`src/rtl/banco_registros_pkg.sv`:
```
// -----------------------------------------------------------------------------
// banco_registros_pkg
// Shared definitions for the banco_registros register bank and for other
// dual-writer blocks in the filter design:
//   - default word width and entry count
//   - collision counter width and saturation value
//   - write-port priority encoding (core port C wins over video port V)
// -----------------------------------------------------------------------------
package banco_registros_pkg;

    localparam int DATA_W_DEF   = 32;
    localparam int NUM_REGS_DEF = 16;

    localparam int                    COLL_CNT_W   = 8;
    localparam logic [COLL_CNT_W-1:0] COLL_CNT_MAX = 8'd255;

    // Which write port owns a target when both may request it
    typedef enum logic [1:0] {
        WR_SEL_NONE = 2'b00,
        WR_SEL_C    = 2'b01,
        WR_SEL_V    = 2'b10
    } wr_sel_e;

    // Fixed priority: the core port always beats the video port
    function automatic wr_sel_e wr_prio(input logic req_c, input logic req_v);
        wr_sel_e sel;
        if (req_c) begin
            sel = WR_SEL_C;
        end else if (req_v) begin
            sel = WR_SEL_V;
        end else begin
            sel = WR_SEL_NONE;
        end
        return sel;
    endfunction

    // Saturating increment for the collision counter
    function automatic logic [COLL_CNT_W-1:0] coll_cnt_next(
        input logic [COLL_CNT_W-1:0] cnt,
        input logic                  inc
    );
        logic [COLL_CNT_W-1:0] nxt;
        if (inc && (cnt != COLL_CNT_MAX)) begin
            nxt = cnt + 8'd1;
        end else begin
            nxt = cnt;
        end
        return nxt;
    endfunction

endpackage

```
`src/rtl/banco_registros_wr_arb.sv`:
```
// -----------------------------------------------------------------------------
// banco_wr_arb
// Write arbiter for banco_registros. Turns the two write requests (C and V)
// into per-entry write enables and per-entry write data, and flags a
// collision when both ports write the same in-range address in one cycle.
//
// Ports:
//   cs_c, we_c, addr_c, din_c : core write port (higher priority)
//   cs_v, we_v, addr_v, din_v : video write port
//   wr_en     [NUM_REGS]      : entry i is written this cycle
//   wr_data   [NUM_REGS]      : data for entry i (valid when wr_en[i])
//   collision                 : C and V hit the same in-range address
// Purely combinational; the caller registers whatever it needs.
// -----------------------------------------------------------------------------
module banco_wr_arb
    import banco_registros_pkg::*;
#(
    parameter int DATA_W   = DATA_W_DEF,
    parameter int NUM_REGS = NUM_REGS_DEF,
    parameter int ADDR_W   = $clog2(NUM_REGS),
    parameter int ZERO_R0  = 0
) (
    input  logic                               cs_c,
    input  logic                               we_c,
    input  logic [ADDR_W-1:0]                  addr_c,
    input  logic [DATA_W-1:0]                  din_c,
    input  logic                               cs_v,
    input  logic                               we_v,
    input  logic [ADDR_W-1:0]                  addr_v,
    input  logic [DATA_W-1:0]                  din_v,
    output logic [NUM_REGS-1:0]                wr_en,
    output logic [NUM_REGS-1:0][DATA_W-1:0]    wr_data,
    output logic                               collision
);

    localparam logic [ADDR_W:0] NUM_REGS_L = (ADDR_W + 1)'(NUM_REGS);

    logic                req_c_s;
    logic                req_v_s;
    logic                in_rng_c_s;
    logic                in_rng_v_s;
    logic [NUM_REGS-1:0] hit_c_s;
    logic [NUM_REGS-1:0] hit_v_s;

    // Request qualification and collision detection (entry 0 still counts)
    always_comb begin
        req_c_s    = cs_c & we_c;
        req_v_s    = cs_v & we_v;
        in_rng_c_s = ({1'b0, addr_c} < NUM_REGS_L);
        in_rng_v_s = ({1'b0, addr_v} < NUM_REGS_L);
        collision  = req_c_s & req_v_s & in_rng_c_s & in_rng_v_s &
                     (addr_c == addr_v);
    end

    // Per-entry decode; out-of-range addresses match no entry and are dropped
    always_comb begin
        wr_en   = {NUM_REGS{1'b0}};
        wr_data = {(NUM_REGS * DATA_W){1'b0}};
        hit_c_s = {NUM_REGS{1'b0}};
        hit_v_s = {NUM_REGS{1'b0}};
        for (int i = 0; i < NUM_REGS; i++) begin
            hit_c_s[i] = req_c_s && (addr_c == ADDR_W'(i));
            hit_v_s[i] = req_v_s && (addr_v == ADDR_W'(i));
            case (wr_prio(hit_c_s[i], hit_v_s[i]))
                WR_SEL_C: begin
                    wr_en[i]   = 1'b1;
                    wr_data[i] = din_c;
                end
                WR_SEL_V: begin
                    wr_en[i]   = 1'b1;
                    wr_data[i] = din_v;
                end
                default: begin
                    wr_en[i]   = 1'b0;
                    wr_data[i] = {DATA_W{1'b0}};
                end
            endcase
            // Hard-wired zero entry never accepts data
            if ((ZERO_R0 != 0) && (i == 0)) begin
                wr_en[i] = 1'b0;
            end else begin
                wr_en[i] = wr_en[i];
            end
        end
    end

endmodule

```
`src/rtl/banco_registros.sv`:
```
// -----------------------------------------------------------------------------
// banco_registros
// NUM_REGS x DATA_W register bank with two prioritised write ports (C over V)
// and two independent registered read ports (A, B).
//
// Ports:
//   clk, rst                    : clock, synchronous active-high reset
//   CSa, ADDRa -> DoA, VALIDa   : read port A (1-cycle latency, DoA holds
//                                 when CSa is low)
//   CSb, ADDRb -> DoB, VALIDb   : read port B
//   CSc, WEc, ADDRc, DinC       : core write port (wins on same address)
//   CSv, WEv, ADDRv, DinV       : video write port
//   COLLISION                   : registered pulse, C and V hit same entry
//   COLL_CNT                    : saturating collision count since reset
//
// Build option: define WRITE_BYPASS_EN to let a read see the data being
// written to the same entry in the same cycle. Without it the read returns
// the pre-write contents.
// -----------------------------------------------------------------------------
module banco_registros
    import banco_registros_pkg::*;
#(
    parameter int DATA_W   = DATA_W_DEF,
    parameter int NUM_REGS = NUM_REGS_DEF,
    parameter int ADDR_W   = $clog2(NUM_REGS),
    parameter int ZERO_R0  = 0
) (
    input  logic                  clk,
    input  logic                  rst,
    input  logic                  CSa,
    input  logic [ADDR_W-1:0]     ADDRa,
    output logic [DATA_W-1:0]     DoA,
    output logic                  VALIDa,
    input  logic                  CSb,
    input  logic [ADDR_W-1:0]     ADDRb,
    output logic [DATA_W-1:0]     DoB,
    output logic                  VALIDb,
    input  logic                  CSc,
    input  logic                  WEc,
    input  logic [ADDR_W-1:0]     ADDRc,
    input  logic [DATA_W-1:0]     DinC,
    input  logic                  CSv,
    input  logic                  WEv,
    input  logic [ADDR_W-1:0]     ADDRv,
    input  logic [DATA_W-1:0]     DinV,
    output logic                  COLLISION,
    output logic [COLL_CNT_W-1:0] COLL_CNT
);

    localparam logic [ADDR_W:0] NUM_REGS_L = (ADDR_W + 1)'(NUM_REGS);

    logic [DATA_W-1:0]             regs_r [NUM_REGS];
    logic [NUM_REGS-1:0]           wr_en_s;
    logic [NUM_REGS-1:0][DATA_W-1:0] wr_data_s;
    logic                          coll_s;

    logic [1:0][ADDR_W-1:0]        rd_addr_s;
    logic [1:0][DATA_W-1:0]        rd_word_s;

    logic [DATA_W-1:0]             do_a_r;
    logic [DATA_W-1:0]             do_b_r;
    logic                          valid_a_r;
    logic                          valid_b_r;
    logic                          coll_r;
    logic [COLL_CNT_W-1:0]         coll_cnt_r;

    banco_wr_arb #(
        .DATA_W   (DATA_W),
        .NUM_REGS (NUM_REGS),
        .ADDR_W   (ADDR_W),
        .ZERO_R0  (ZERO_R0)
    ) u_wr_arb (
        .cs_c      (CSc),
        .we_c      (WEc),
        .addr_c    (ADDRc),
        .din_c     (DinC),
        .cs_v      (CSv),
        .we_v      (WEv),
        .addr_v    (ADDRv),
        .din_v     (DinV),
        .wr_en     (wr_en_s),
        .wr_data   (wr_data_s),
        .collision (coll_s)
    );

    // Storage: cleared on reset, otherwise each entry loads when enabled
    always_ff @(posedge clk) begin
        if (rst) begin
            for (int i = 0; i < NUM_REGS; i++) begin
                regs_r[i] <= {DATA_W{1'b0}};
            end
        end else begin
            for (int i = 0; i < NUM_REGS; i++) begin
                if (wr_en_s[i]) begin
                    regs_r[i] <= wr_data_s[i];
                end
            end
        end
    end

    // Gather both read addresses so the mux logic is written once
    always_comb begin
        rd_addr_s    = {(2 * ADDR_W){1'b0}};
        rd_addr_s[0] = ADDRa;
        rd_addr_s[1] = ADDRb;
    end

    // Read mux: out-of-range and the hard-wired zero entry return 0
    always_comb begin
        rd_word_s = {(2 * DATA_W){1'b0}};
        for (int p = 0; p < 2; p++) begin
            if ({1'b0, rd_addr_s[p]} < NUM_REGS_L) begin
                if ((ZERO_R0 != 0) && (rd_addr_s[p] == {ADDR_W{1'b0}})) begin
                    rd_word_s[p] = {DATA_W{1'b0}};
`ifdef WRITE_BYPASS_EN
                end else if (wr_en_s[rd_addr_s[p]]) begin
                    // Arbiter already resolved C-over-V for this entry
                    rd_word_s[p] = wr_data_s[rd_addr_s[p]];
`endif
                end else begin
                    rd_word_s[p] = regs_r[rd_addr_s[p]];
                end
            end else begin
                rd_word_s[p] = {DATA_W{1'b0}};
            end
        end
    end

    // Read-port output registers: data holds while the port is idle
    always_ff @(posedge clk) begin
        if (rst) begin
            do_a_r    <= {DATA_W{1'b0}};
            do_b_r    <= {DATA_W{1'b0}};
            valid_a_r <= 1'b0;
            valid_b_r <= 1'b0;
        end else begin
            valid_a_r <= CSa;
            valid_b_r <= CSb;
            if (CSa) begin
                do_a_r <= rd_word_s[0];
            end
            if (CSb) begin
                do_b_r <= rd_word_s[1];
            end
        end
    end

    // Collision pulse and saturating counter
    always_ff @(posedge clk) begin
        if (rst) begin
            coll_r     <= 1'b0;
            coll_cnt_r <= {COLL_CNT_W{1'b0}};
        end else begin
            coll_r     <= coll_s;
            coll_cnt_r <= coll_cnt_next(coll_cnt_r, coll_s);
        end
    end

    assign DoA       = do_a_r;
    assign DoB       = do_b_r;
    assign VALIDa    = valid_a_r;
    assign VALIDb    = valid_b_r;
    assign COLLISION = coll_r;
    assign COLL_CNT  = coll_cnt_r;

endmodule
```
`config.mk`:
```
export PLATFORM = sky130hd
export DESIGN_NAME = banco_registros
export DESIGN_NICKNAME = d
export VERILOG_FILES = /design/src/rtl/banco_registros_pkg.sv /design/src/rtl/banco_registros_wr_arb.sv /design/src/rtl/banco_registros.sv
export SDC_FILE = /design/constraint.sdc
export NUM_CORES = 1
export LEC_CHECK = 0
export ABC_CLOCK_PERIOD_IN_PS = 3500
export CAP_MARGIN = 20
export CORE_UTILIZATION = 50
export DETAILED_ROUTE_END_ITERATION = 10
export PLACE_DENSITY = 0.68
export SLEW_MARGIN = 5
export SYNTH_ARGS = -nofsm -noshare
export SYNTH_HDL_FRONTEND = slang
export SYNTH_HIERARCHICAL = 1
export SYNTH_SLANG_ARGS = --single-unit
```
`constraint.sdc`:
```
create_clock -name clk -period 3.5 [get_ports clk]
set_input_delay 0.35 -clock clk [delete_from_list [all_inputs] [get_ports clk]]
set_output_delay 0.35 -clock clk [all_outputs]
set_load 0.01 [all_outputs]
```
# [Word-level counts from Yosys, hierarchy flattened]
# Memory sizes are Yosys's and may differ from the RTL's. A register that Yosys moved wholly into a read port is not among the register bits.
# Index checks and enable logic that the tools add are counted.
[classes] n_addsub=1 eq_ne=64 n_mux=130 n_bitwise=20 n_reduce_logical=51
[ops] op="$pmux W32 S2" count=16
[ops] op="$mux W32" count=16
[ops] op="$mux W1" count=66
[ops] op="$eq A4 B4 Y1 const B" count=16
[ops] op="$mux W2" count=32
[ops] op="$logic_and A1 B1 Y1" count=33
[ops] op="$eq A2 B1 Y1 const B" count=16
[ops] op="$eq A2 B2 Y1 const B" count=16
[ops] op="$eq A4 B3 Y1 const B" count=8
[ops] op="$reduce_or A2 Y1" count=16
[ops] op="$eq A4 B2 Y1 const B" count=4
[ops] op="$or A1 B1 Y1" count=16
[ops] op="$add A8 B1 Y8 const B" count=1
[ops] op="$eq A4 B1 Y1 const B" count=2
[ops] op="$logic_not A4 Y1" count=2
[ops] op="$ne A8 B8 Y1 const B" count=1
[ops] op="$and A1 B1 Y1" count=4
[ops] op="$eq A4 B4 Y1" count=1
[word_totals] regBits=11 ram_bits=512 inputBits=88 wordCells=271 memories=1
[mem_list] name="regs_r" depth=16 word_bits=32 rd=2 rd_ports_with_merged_regs=2 write_ports=16 line="banco_registros.sv:52" source="logic [DATA_W-1:0] regs_r [NUM_REGS];"

# [Longest topological paths before layout]
[logic_depth] depth_word=11 ltp_mapped=10

# [Modules after synthesis]
# The synthesis kept the hierarchy.
[modules_own_cells] module="banco_registros" n_inst=1 cells_per_inst=2514 area_per_inst_um2=30013.8 seq_area_each_um2=16876.2
[modules_own_cells] module="banco_wr_arb" n_inst=1 cells_per_inst=1444 area_per_inst_um2=9646.8 seq_area_each_um2=0.0

# [Worst setup path before layout]
# Ideal clock, no wire load.
[synth_path] kind="input -> register" start="input ADDRc[1]" end="memory regs_r[6][0] (netlist bit), enable pin" setup_time_ns=0.375 arrival_time_ns=1.897 path_slack_ns=1.228 path_stages=8 path_buffers=4 path_cell_list="buf_2 -> nor2b_1 -> buf_2 -> and2_1 -> clkbuf_1 -> buf_2 -> o21bai_1 -> or2_2"
[synth_rtl] element="start: declaration" line="banco_registros.sv:40" source="input logic [ADDR_W-1:0] ADDRc,"
[synth_rtl] element="end: declaration" line="banco_registros.sv:52"

==> flow_results.xml <==
<?xml version="1.0" encoding="UTF-8"?>
<metrics>
  <group name="run_status">
    <metric name="run_status" unit="">complete, no violations</metric>
  </group>
  <group name="route">
    <metric name="drt-pass1-iter-count" unit="">6</metric>
    <metric name="drcViolationCount" unit="">0</metric>
    <metric name="vias_per_cell" unit="">6.87</metric>
    <metric name="dr_total_vias" unit="">34503</metric>
    <metric name="drt_wl_total" unit="um">159000</metric>
    <metric name="drt-initial-drc-count" unit="">5108</metric>
    <metric name="ant_nets" unit="">0</metric>
    <metric name="wire_per_inst" unit="um">31.7</metric>
  </group>
  <group name="placement">
    <metric name="gpl.final_weighted_congestion" unit="">0.901</metric>
    <metric name="dpl.hpwl" unit="um">90000</metric>
    <metric name="placed_cells" unit="">4887</metric>
    <metric name="post_dp_cell_area" unit="um^2">42500</metric>
    <metric name="port_buffers" unit="">162</metric>
  </group>
  <group name="global_routing">
    <metric name="grtUsageTotal" unit="">0.382</metric>
    <metric name="overflow" unit="">0</metric>
    <metric name="grt_pass1_wl" unit="um">225000</metric>
    <metric name="first_global_vias" unit="">33142</metric>
    <metric name="grt_antenna_before_repair" unit="">6</metric>
    <metric name="grt_max_degree" unit="">120</metric>
  </group>
  <group name="sta">
    <metric name="final_slew_violations" unit="">0</metric>
    <metric name="final.setup.tns" unit="ns">0</metric>
    <metric name="timing.clock.skew" unit="ns">0.0261</metric>
    <metric name="fin_crit_sh" unit="">0.682</metric>
    <metric name="slew-limit-headroom" unit="">0.258</metric>
    <metric name="worst_pin_slew" unit="ns">1.11</metric>
    <metric name="timing.final.setup_violations" unit="">0</metric>
    <metric name="timing.fmax" unit="MHz">419</metric>
    <metric name="fin_crit" unit="ns">2.39</metric>
    <metric name="hold_viol" unit="">0</metric>
    <metric name="rsz0062_at_grt" unit="">false</metric>
  </group>
  <group name="synth">
    <metric name="ys_top_cells_by_count" unit="">sky130_fd_sc_hd__mux2i_1, sky130_fd_sc_hd__edfxtp_1, sky130_fd_sc_hd__nand3_1, sky130_fd_sc_hd__and2_1, sky130_fd_sc_hd__nor2_1</metric>
    <metric name="yosys_warnings" unit="">6</metric>
    <metric name="postSynthRegisterBits" unit="">587</metric>
    <metric name="synth.yosys.seq_area_share" unit="">0.426</metric>
    <metric name="synth-edff-count" unit="">512</metric>
    <metric name="mappedNetlistArea" unit="um^2">39700</metric>
    <metric name="synth_largest_area_cell" unit="">sky130_fd_sc_hd__edfxtp_1</metric>
    <metric name="average_instance_area_after_synthesis" unit="um^2">10.0</metric>
    <metric name="post_synthesis_compound_gate_area_fraction" unit="">0.0957</metric>
    <metric name="synth_top_family_by_area" unit="">simple AND/OR/NAND/NOR gates</metric>
    <metric name="synth-async-reset-ratio" unit="">0</metric>
    <metric name="yosysMostFrequentCell" unit="">sky130_fd_sc_hd__mux2i_1</metric>
    <metric name="yosys.area_share.simple" unit="">0.218</metric>
    <metric name="postSynth.topFlopCell" unit="">sky130_fd_sc_hd__edfxtp_1</metric>
    <metric name="synth_top_cells_by_area" unit="">sky130_fd_sc_hd__edfxtp_1, sky130_fd_sc_hd__mux2i_1, sky130_fd_sc_hd__nand3_1</metric>
    <metric name="synth_largest_type_area_fraction" unit="">0.388</metric>
    <metric name="synth_cells" unit="">3958</metric>
    <metric name="post_synth_mux_area_share" unit="">0.208</metric>
    <metric name="post_synth_fa_ha_maj_area_fraction" unit="">0.000315</metric>
    <metric name="synth_cell_types" unit="">47</metric>
    <metric name="xor_xnor_share_of_the_synthesized_area" unit="">0.00177</metric>
    <metric name="syn-num-nets" unit="">4047</metric>
  </group>
  <group name="clock_tree">
    <metric name="clock_input_transition_at_the_sequential_cells_of_the_worst_setup_and_hold_paths" unit="ns">0.06</metric>
    <metric name="tritoncts" unit="">done</metric>
    <metric name="cts_sink_cnt" unit="">587</metric>
    <metric name="clock_tree.htree_level_count" unit="">3</metric>
    <metric name="holdBufCountCts" unit="">0</metric>
    <metric name="cts_buffer_depth" unit="">3</metric>
    <metric name="tritoncts.num_buffers" unit="">70</metric>
    <metric name="insertion_delay" unit="ns">0.63</metric>
    <metric name="post-cts-setup-buffers" unit="">0</metric>
    <metric name="clockRootBuffer" unit="">sky130_fd_sc_hd__clkbuf_16</metric>
    <metric name="cts_resized" unit="">0</metric>
  </group>
  <group name="pwr">
    <metric name="power_density" unit="nW/um^2">408</metric>
    <metric name="power.combinational.fraction" unit="">0.144</metric>
    <metric name="worst_ir_drop_vdd" unit="uV">358</metric>
    <metric name="power_frac_clock" unit="">0.401</metric>
    <metric name="total_leakage_power" unit="nW">16.6</metric>
    <metric name="swShare" unit="">0.277</metric>
    <metric name="power.net_switching" unit="W">0.00507</metric>
    <metric name="intPower" unit="W">0.0132</metric>
    <metric name="power.sequential.fraction" unit="">0.455</metric>
    <metric name="total_power" unit="W">0.0183</metric>
  </group>
  <group name="setup_path">
    <metric name="critical-path-max-stage-delay" unit="ns">0.62</metric>
    <metric name="crit_path_max_fanout" unit="">32</metric>
    <metric name="timing.critical_path.to_type" unit="">flip-flop</metric>
    <metric name="cpLargestDelayFamily" unit="">buffers and inverters</metric>
    <metric name="cpMostUsedCell" unit="">sky130_fd_sc_hd__buf_4</metric>
    <metric name="setup.worst_path.class" unit="">input port to flip-flop</metric>
    <metric name="critical_path_arrival" unit="ns">2.75</metric>
    <metric name="worst-path-buf-inv" unit="">3</metric>
    <metric name="crit_required" unit="ns">3.86</metric>
    <metric name="worst_path_max_delay_cell" unit="">sky130_fd_sc_hd__buf_4</metric>
    <metric name="crit_path_start_kind" unit="">input port</metric>
    <metric name="crit_path_cell_chain" unit="">clkdlybuf4s50_1 -&gt; and4b_4 -&gt; buf_4 -&gt; and2_2 -&gt; buf_4 -&gt; o31ai_1 -&gt; and2_1</metric>
  </group>
  <group name="floorplanning">
    <metric name="die_w" unit="um">284</metric>
    <metric name="design.die.area" unit="um^2">80500</metric>
    <metric name="floorplan.initialDensity" unit="">0.509</metric>
    <metric name="design.core.area" unit="um^2">78000</metric>
    <metric name="top_level_ports" unit="">163</metric>
    <metric name="chipHeight" unit="um">284</metric>
    <metric name="core.rowCount" unit="">102</metric>
  </group>
  <group name="cells_and_area">
    <metric name="postLayoutCoreUtil" unit="">0.575</metric>
    <metric name="final-seq-area" unit="um^2">16900</metric>
    <metric name="area_growth" unit="%">13.0</metric>
    <metric name="multi_input_comb_area" unit="um^2">21000</metric>
    <metric name="fin_area" unit="um^2">44800</metric>
    <metric name="fill_cells" unit="">6570</metric>
    <metric name="finalNonFillerCells" unit="">5021</metric>
    <metric name="final_nets" unit="">4009</metric>
    <metric name="layout-drive-gt1-share" unit="">0.157</metric>
  </group>
  <group name="flow_run">
    <metric name="max_cap_viol_count" unit="">0</metric>
  </group>
  <group name="hold_path">
    <metric name="worstHoldPathType" unit="">input port to flip-flop</metric>
  </group>
</metrics>
[cell usage in the layout, fill, tap and decap left out, drive strengths merged, types with 4 or more instances in the layout]
| cell type | instances |
|---|---|
| mux2i | 513 |
| edfxtp | 512 |
| nand3 | 485 |
| and2 | 328 |
| nor2 | 269 |
| o31ai | 258 |
| mux2 | 257 |
| nor2b | 209 |
| nand2 | 197 |
| clkdlybuf4s50 | 157 |
| buf | 155 |
| a21oi | 130 |
| a22oi | 128 |
| clkbuf | 96 |
| dfxtp | 75 |
| nand3b | 66 |
| or3b | 34 |
| clkinv | 25 |
| or2 | 17 |
| o21bai | 10 |
| nand4 | 5 |
| xnor2 | 5 |
| o21ai | 5 |
| inv | 5 |
| bufinv | 4 |
| nand2b | 4 |
| and3 | 4 |
[registers in the layout, indices dropped and copies added (netlist names)]
register and flops:
DoA 32, regs_r 512, VALIDa 1, VALIDb 1, COLL_CNT 8, DoB 32, COLLISION 1
[power by group through the flow]
stage                     Sequential, W  Clock, W  Combinational [W]
after floorplan                 0.00839         0            0.00141
after global placement          0.00844         0            0.00252
after detailed placement        0.00846         0            0.00254
after CTS                       0.00832   0.00735            0.00255
after global routing            0.00837   0.00763            0.00270
final                           0.00833   0.00733            0.00263
[worst paths after layout]
path	slack, ns	from	endpoint	cells after the start
max	1.11	ADDRc[2]	regs_r[8][31]$_SDFFCE_PN0P_	7
min	0.13	rst	VALIDb$_SDFF_PP0_	2
max reg2reg	1.95	COLL_CNT[0]$_SDFFE_PP0P_	COLL_CNT[1]$_SDFFE_PP0P_	5
min reg2reg	0.45	DoB[29]$_SDFFE_PP0P_	DoB[29]$_SDFFE_PP0P_	2
[routing by layer]
metal / global-route usage / part of all wire
met1: 0.470 / 0.34
met2: 0.606 / 0.45
met3: 0.0713 / 0.13
met5: 0 / 0.000069
met4: 0.272 / 0.079
[layout make-up]
cell class                 count  area share
multi-input combinational   2947       0.468
sequential                   587       0.377
timing repair buffer         313      0.0759
clock buffer                  95      0.0439
tap                         1040      0.0290
clock inverter                35     0.00623
antenna                        3    0.000168
inverter                       1   0.0000838
[kinds of logic (layout without fill, tap and decap cells)]
family                   after synthesis  after routing
multiplexers                         770            770
other                                  0              3
AO/OA/AOI/OAI                        536            536
adder cells (fa/ha/maj)                1              1
XOR/XNOR                               8              8
buffers and inverters                424            444
AND/OR/NAND/NOR                     1632           1632
flip-flops                           587            587
[stage by stage]
step,setup WS (ns),hold WS (ns)
floorplan,1.23,0.478
global placement,0.504,0.441
detailed placement,0.473,0.443
CTS,1.10,0.108
global route,0.986,0.133
finish,1.11,0.134
Note: power is estimated with default switching activity, not from simulation.
